**config.mk**
```make
export PLATFORM = sky130hd
export DESIGN_NAME = calc_op_sequencer
export DESIGN_NICKNAME = d
export VERILOG_FILES = /design/src/rtl/calc_op_sequencer.sv
export SDC_FILE = /design/constraint.sdc
export NUM_CORES = 1
export LEC_CHECK = 0
export BUFFER_PORTS_ARGS = -buffer_cell sky130_fd_sc_hd__buf_2
export CAP_MARGIN = 40
export CORE_ASPECT_RATIO = 0.75
export CORE_UTILIZATION = 30
export CTS_BUF_LIST = sky130_fd_sc_hd__clkbuf_4 sky130_fd_sc_hd__clkbuf_8
export CTS_CLUSTER_DIAMETER = 30
export DETAILED_ROUTE_END_ITERATION = 7
export HOLD_SLACK_MARGIN = 0.06
export PLACE_DENSITY = 0.51
export RECOVER_POWER = 50
export SETUP_SLACK_MARGIN = 0.05
export SKIP_LAST_GASP = 1
export SLEW_MARGIN = 5
export SYNTH_ARGS = -nofsm -noshare
export SYNTH_HDL_FRONTEND = slang
export SYNTH_SLANG_ARGS = --single-unit
```
**constraint.sdc**
```tcl
create_clock -name clk -period 3.9 [get_ports clk]
set_input_delay 0.39 -clock clk [delete_from_list [all_inputs] [get_ports clk]]
set_output_delay 0.39 -clock clk [all_outputs]
set_load 0.01 [all_outputs]
```
**src/rtl/calc_op_sequencer.sv**
```systemverilog
// Calculator operation sequencer: debounces the four op buttons, latches operands,
// runs one start/done transaction on the shared ALU and holds the result for display.
module calc_op_sequencer #(
  parameter int DEB_CYCLES     = 250000,
  parameter int TIMEOUT_CYCLES = 1024,
  parameter int OPW            = 8,
  parameter int RESW           = 14
) (
  input  logic            clk,
  input  logic            rst,
  input  logic [3:0]      op_btn,
  input  logic [OPW-1:0]  operand_a,
  input  logic [OPW-1:0]  operand_b,
  output logic            alu_start,
  output logic [1:0]      alu_op,
  output logic [OPW-1:0]  alu_a,
  output logic [OPW-1:0]  alu_b,
  input  logic            alu_done,
  input  logic [RESW-1:0] alu_result,
  output logic [RESW-1:0] res,
  output logic            res_valid,
  output logic            err,
  output logic            disp_sel,
  output logic            busy
);

  localparam int DCW = $clog2(DEB_CYCLES + 1);
  localparam int TCW = $clog2(TIMEOUT_CYCLES + 1);

  typedef enum logic [2:0] {
    S_IDLE,
    S_ISSUE,
    S_WAIT,
    S_SHOW,
    S_ERR
  } state_t;

  state_t state, state_n;

  logic [3:0]     sync1, sync2, deb, deb_d;
  logic [DCW-1:0] dcnt [4];
  logic [3:0]     press;
  logic           press_any;
  logic [1:0]     press_op;
  logic           latch;
  state_t         press_to;
  logic [TCW-1:0] tcnt;

  // Level is accepted only after DEB_CYCLES consecutive samples differ from it.
  always_ff @(posedge clk or posedge rst) begin
    if (rst) begin
      sync1 <= '0;
      sync2 <= '0;
      deb   <= '0;
      deb_d <= '0;
      for (int unsigned i = 0; i < 4; i++) dcnt[i] <= '0;
    end else begin
      sync1 <= op_btn;
      sync2 <= sync1;
      deb_d <= deb;
      for (int unsigned i = 0; i < 4; i++) begin
        if (sync2[i] == deb[i]) begin
          dcnt[i] <= '0;
        end else if (dcnt[i] == DCW'(DEB_CYCLES - 1)) begin
          deb[i]  <= sync2[i];
          dcnt[i] <= '0;
        end else begin
          dcnt[i] <= dcnt[i] + 1'b1;
        end
      end
    end
  end

  assign press     = deb & ~deb_d;
  assign press_any = |press;

  always_comb begin
    press_op = 2'd0;
    for (int i = 3; i >= 0; i--) begin
      if (press[i]) press_op = 2'(i);
    end
  end

  assign press_to = (press_op == 2'd3 && operand_b == '0) ? S_ERR : S_ISSUE;

  always_ff @(posedge clk or posedge rst) begin
    if (rst) state <= S_IDLE;
    else     state <= state_n;
  end

  always_comb begin
    state_n = state;
    latch   = 1'b0;
    case (state)
      S_IDLE: begin
        if (press_any) begin
          latch   = 1'b1;
          state_n = press_to;
        end
      end
      S_ISSUE: state_n = S_WAIT;
      S_WAIT: begin
        if (alu_done)                               state_n = S_SHOW;
        else if (tcnt == TCW'(TIMEOUT_CYCLES - 1)) state_n = S_ERR;
      end
      S_SHOW, S_ERR: begin
        if (press_any) begin
          latch   = 1'b1;
          state_n = press_to;
        end else if (operand_a != alu_a || operand_b != alu_b) begin
          state_n = S_IDLE;
        end
      end
      default: state_n = S_IDLE;
    endcase
  end

  always_ff @(posedge clk or posedge rst) begin
    if (rst) begin
      alu_op    <= '0;
      alu_a     <= '0;
      alu_b     <= '0;
      res       <= '0;
      res_valid <= 1'b0;
      tcnt      <= '0;
    end else begin
      res_valid <= 1'b0;
      if (latch) begin
        alu_op <= press_op;
        alu_a  <= operand_a;
        alu_b  <= operand_b;
      end
      if (state == S_ISSUE)     tcnt <= '0;
      else if (state == S_WAIT) tcnt <= tcnt + 1'b1;
      if (state == S_WAIT && alu_done) begin
        res       <= alu_result;
        res_valid <= 1'b1;
      end
    end
  end

  assign alu_start = (state == S_ISSUE);
  assign busy      = (state == S_ISSUE) || (state == S_WAIT);
  assign disp_sel  = (state == S_SHOW) || (state == S_ERR);
  assign err       = (state == S_ERR);

endmodule

```
== Word level (Yosys, flattened, before mapping) ==
Index checks and enable logic that the tools add are counted.
Storage, ports and cells
  flip-flop bits (word level): 135
  input port bits: 37
  output and inout port bits: 37
Operators by class
  add/subtract/negate cells: 5
  equality and inequality tests: 19
  multiplexer cells: 24
  bitwise gates (word level): 6
  reductions and logical operators: 16
Operator list (number)
  $mux 18: 8
  $add 18x1->18 const B: 4
  $eq 18x18->1 const B: 4
  $mux 11: 2
  $mux 3: 6
  $ne 8x8->1: 2
  $pmux 3 s4: 1
  $add 11x1->11 const B: 1
  $eq 11x10->1 const B: 1
  $logic_not 8->1: 1
  $mux 2: 4
  $reduce_and 2->1: 4
  $eq 3x2->1 const B: 2
  $ne 3x3->1 const B: 2
  $and 4x4->4: 1
  $eq 1x1->1: 4
  $not 1->1: 4
  $not 4->4: 1
  $reduce_or 4->1: 1
  $eq 3x1->1 const B: 1
  $eq 3x3->1 const B: 1
  $logic_not 3->1: 1
  $logic_or 1x1->1: 3
  $mux 1: 3
  7 further kinds: 8

== Logic depth before layout (Yosys ltp) ==
  word-level depth: 11
  mapped depth: 9
  mapped depth without buffers: 7

== Worst setup path after synthesis ==
Ideal clock, no wire load.
  kind: reg-to-output
  start: register state[2]
  end: output busy
  arrival: 1.396 ns
  data required time: 3.510 ns
  slack: 2.114 ns
  cell stages (with the launch flop): 6
  cells stage by stage: dfrtp_1 or3b_2 clkbuf_1 inv_1 nor2_1 inv_1
On the way
  longest elaborated chain between the ends: 2
  elaborated cells between the ends (all ways): 3
  classes of those cells: eq/ne (2); reduce/logical (1)
Ends and longest elaborated chain
  from (decl): RTL line 38  | state_t state, state_n;
  from (signal assigned): RTL line 88  | else state <= state_n;
  $eq 3x1->1
  named net alu_start: RTL line 14  | output logic alu_start,
  $logic_or 1x1->1: RTL line 143  | assign busy = (state == S_ISSUE) || (state == S_WAIT);
  to (decl): RTL line 24  | output logic busy
The timed path passes the listed nets, and every way through them passes these cells.

== Worst setup path after layout ==
  start: register state[0]
  end: output busy
On the way
  longest elaborated chain between the ends: 2
  elaborated cells between the ends (all ways): 3
  classes of those cells: eq/ne (2); reduce/logical (1)
Ends and longest elaborated chain (RTL line)
  $eq 3x1->1 / $eq 3x2->1 (equally long branches): 143
  $logic_or 1x1->1 (*): 143
Every way passes the cells marked *; elsewhere a longest branch is shown, timed or not.

==> out/metrics.yaml <==
global_routing:
  antenna_found_initial: 0
  grt_pass1_wl_microns: 21200
  grt_use_total_pct: 12.5
  overflow: 0
  grt_max_degree: 136
  grt_pass1_vias: 4394
sta:
  finalSetupViolCount: 0
  final.setup.worst_slack_ns: 1.50
  fin_hold_ws_ns: 0.133
  relSlewSlack_pct: 50.8
  slew_violations: 0
  max_slew.worst_pin.slew_ns: 0.739
  skew_ns: 0.0133
  fmax_mhz: 417
  rsz0062_at_grt: "false"
  period_share_pct: 61.6
  hold_viol: 0
  setup_tns_ns: 0
  period_needed_ns: 2.40
die:
  die-area_sq_um: 21200
  initial_utilization_pct: 30.5
  dieWidth_microns: 168
  core-area_sq_um: 20200
  die_height_microns: 126
  rows: 45
  pin_count: 74
clock_tree:
  clock-sinks: 135
  root_buffer: "clkbuf_8"
  post_cts_resized: 0
  cts_max_level: 4
  post-cts-setup-buffers: 0
  cts_tree: "done"
  clk_path_buf_depth: 2
  hold_buffers: 4
  clk_latency_ns: 0.45
  path_clk_slew_ns: 0.07
  numCtsBuffers: 17
critical_path:
  critical_path_class: "reg -> out"
  worstPathRequired_ns: 3.51
  crit_path_max_fanout: 10
  end_kind: "output pin"
  worstPathArrival_ns: 2.01
  cp-start-kind: "flop"
hold_path:
  min_path_type: "in -> async"
layout:
  diodes: 0
  nets: 686
  drive_above_1_share_pct: 22.7
  synthToLayoutAreaGrowth_pct: 16.5
synth:
  ys_warn_count: 0
  ys_async_sr_fraction_pct: 100
  synth.area.top_cells: "dfrtp_1 (55%), xnor2_1 (6.7%), mux2_2 (6.4%)"
  synth_ff_type: "dfrtp_1"
  ys_types: 51
  synth.cell_area_sq_um: 6170
  synth_top_area_share_pct: 54.7
  syn-num-nets: 603
  synth_edf_count: 0
  yosysSeqAreaShare_pct: 54.7
  synth.largest_area_cell: "dfrtp_1"
  synth.avg_cell_area_sq_um: 11.0
  syn_inst: 561
  synth_seq_cells: 135
route:
  vias_per_cell: 4.57
  wirelength_microns: 12200
  wl_per_cell_microns: 13.4
  ant_nets: 0
  first_pass_iters: 4
  drc: 0
  drt_iter0_markers: 200
  vias: 4179
run_status:
  status: "finished, final reports clean"
pwr:
  leakage_uw: 0.00318
  power_density_nw_per_um2: 455
  vdd_drop_max_uv: 139
  p_total_uw: 3270
placement:
  dp_hpwl_microns: 8500
  pre_cts_slack_ns: 1.63
  portBuffers: 73
  globalplace.congestion: 0.777
run:
  cap_viol_max_count: 0
through the flow:
step	util, %	area (sq um)	instances
2_1_floorplan	-	6180	561
3_3_place_gp	33.6	6790	879
3_5_place_dp	33.6	6790	879
4_1_cts	35.6	7200	914
5_1_grt	35.6	7190	914
6_report	35.6	7190	914
Yosys cell counts, types with 2 or more instances:
library cell  instances
nor2_1               99
xor2_1               37
nand3_1              32
buf_6                 3
buf_2                 5
nor2b_1               5
mux2_2               35
nand2b_1              5
o31ai_1               2
ha_1                  5
or3_1                 3
buf_4                 4
and2_1                3
mux2_1                2
dfrtp_1             135
or2_2                 2
nor3_1               11
nor4b_1               6
clkbuf_1              2
nand4_1              20
a31oi_1               2
and3_1                5
o21ai_0              11
nor4_1                9
a21oi_1               2
mux2i_1               2
inv_1                16
nand2_1              25
and4_1                5
xnor2_1              47
layer usage:
| layer | global-route usage (%) | vias to the layer above | routed length [microns] | part of all wire, % |
|---|---|---|---|---|
| met5 | 0 | - | 0 | 0 |
| met4 | 4.37 | 0 | 163 | 1.3 |
| met3 | 3.74 | 15 | 369 | 3.0 |
| met2 | 18.6 | 58 | 5390 | 44 |
| met1 | 17.2 | 2040 | 6330 | 52 |
| li1 | - | 2066 | - | - |
cell families (layout without fill, tap and decap cells):
kind of cell	Yosys count	after routing	synth area share, %
simple gates	242	242	19.7
fa+ha+maj	5	5	1.01
mux	39	39	7.07
flops	135	135	54.7
xor+xnor	84	84	11.9
buf+inv	30	125	2.53
compound gates	26	26	3.02
flip-flops by register name, indices dropped and copies added, names as in the netlist:
| name | count |
|---|---|
| alu_a | 8 |
| alu_b | 8 |
| alu_op | 2 |
| dcnt | 72 |
| deb | 4 |
| deb_d | 4 |
| res | 14 |
| res_valid | 1 |
| state | 3 |
| sync1 | 4 |
| sync2 | 4 |
| tcnt | 11 |
critical path, cell delays in order (launching register included):
cell and delay, ns:
dfrtp_1 0.52, or3b_2 0.58, inv_1 0.14, nor2_1 0.13, inv_1 0.08, buf_2 0.12
placed cells by master (no fill, tap or decap), types with 6 or more instances in the layout:
cell type  count
dfrtp_1      135
nor2_1        99
buf_2         67
xnor2_1       47
xor2_1        37
mux2_2        35
nand3_1       32
nand2_1       25
nand4_1       20
clkbuf_8      20
inv_1         15
o21ai_0       11
nor3_1        11
nor4_1         9
nor4b_1        6
clkbuf_1       6
worst paths after layout:
kind                       depth (start not counted)     startpoint  slack [ns]  endpoint
max in group asynchronous                          3            rst        3.20  dcnt[27]
max reg2reg                                        7       dcnt[18]        1.66  dcnt[28]
min reg2reg                                        0       sync1[1]        0.36  sync2[1]
max                                                5       state[0]        1.50      busy
min in group clk                                   2  alu_result[0]        0.17    res[0]
min                                                3            rst        0.13  dcnt[62]
cell type report:
class	count	area (sq um)
Multi-Input combinational cell	396	2640
Clock buffer	23	298
Timing Repair Buffer	78	418
Inverter	16	61.3
Tap cell	258	323
Fill cell	1984	13000
Clock inverter	8	73.8
Sequential cell	135	3380
power by group:
group / internal (uW) / switching, uW
clock: 568 / 531
combinational: 255 / 305
sequential: 1520 / 95.0
Note: power is estimated with default switching activity, not from simulation.
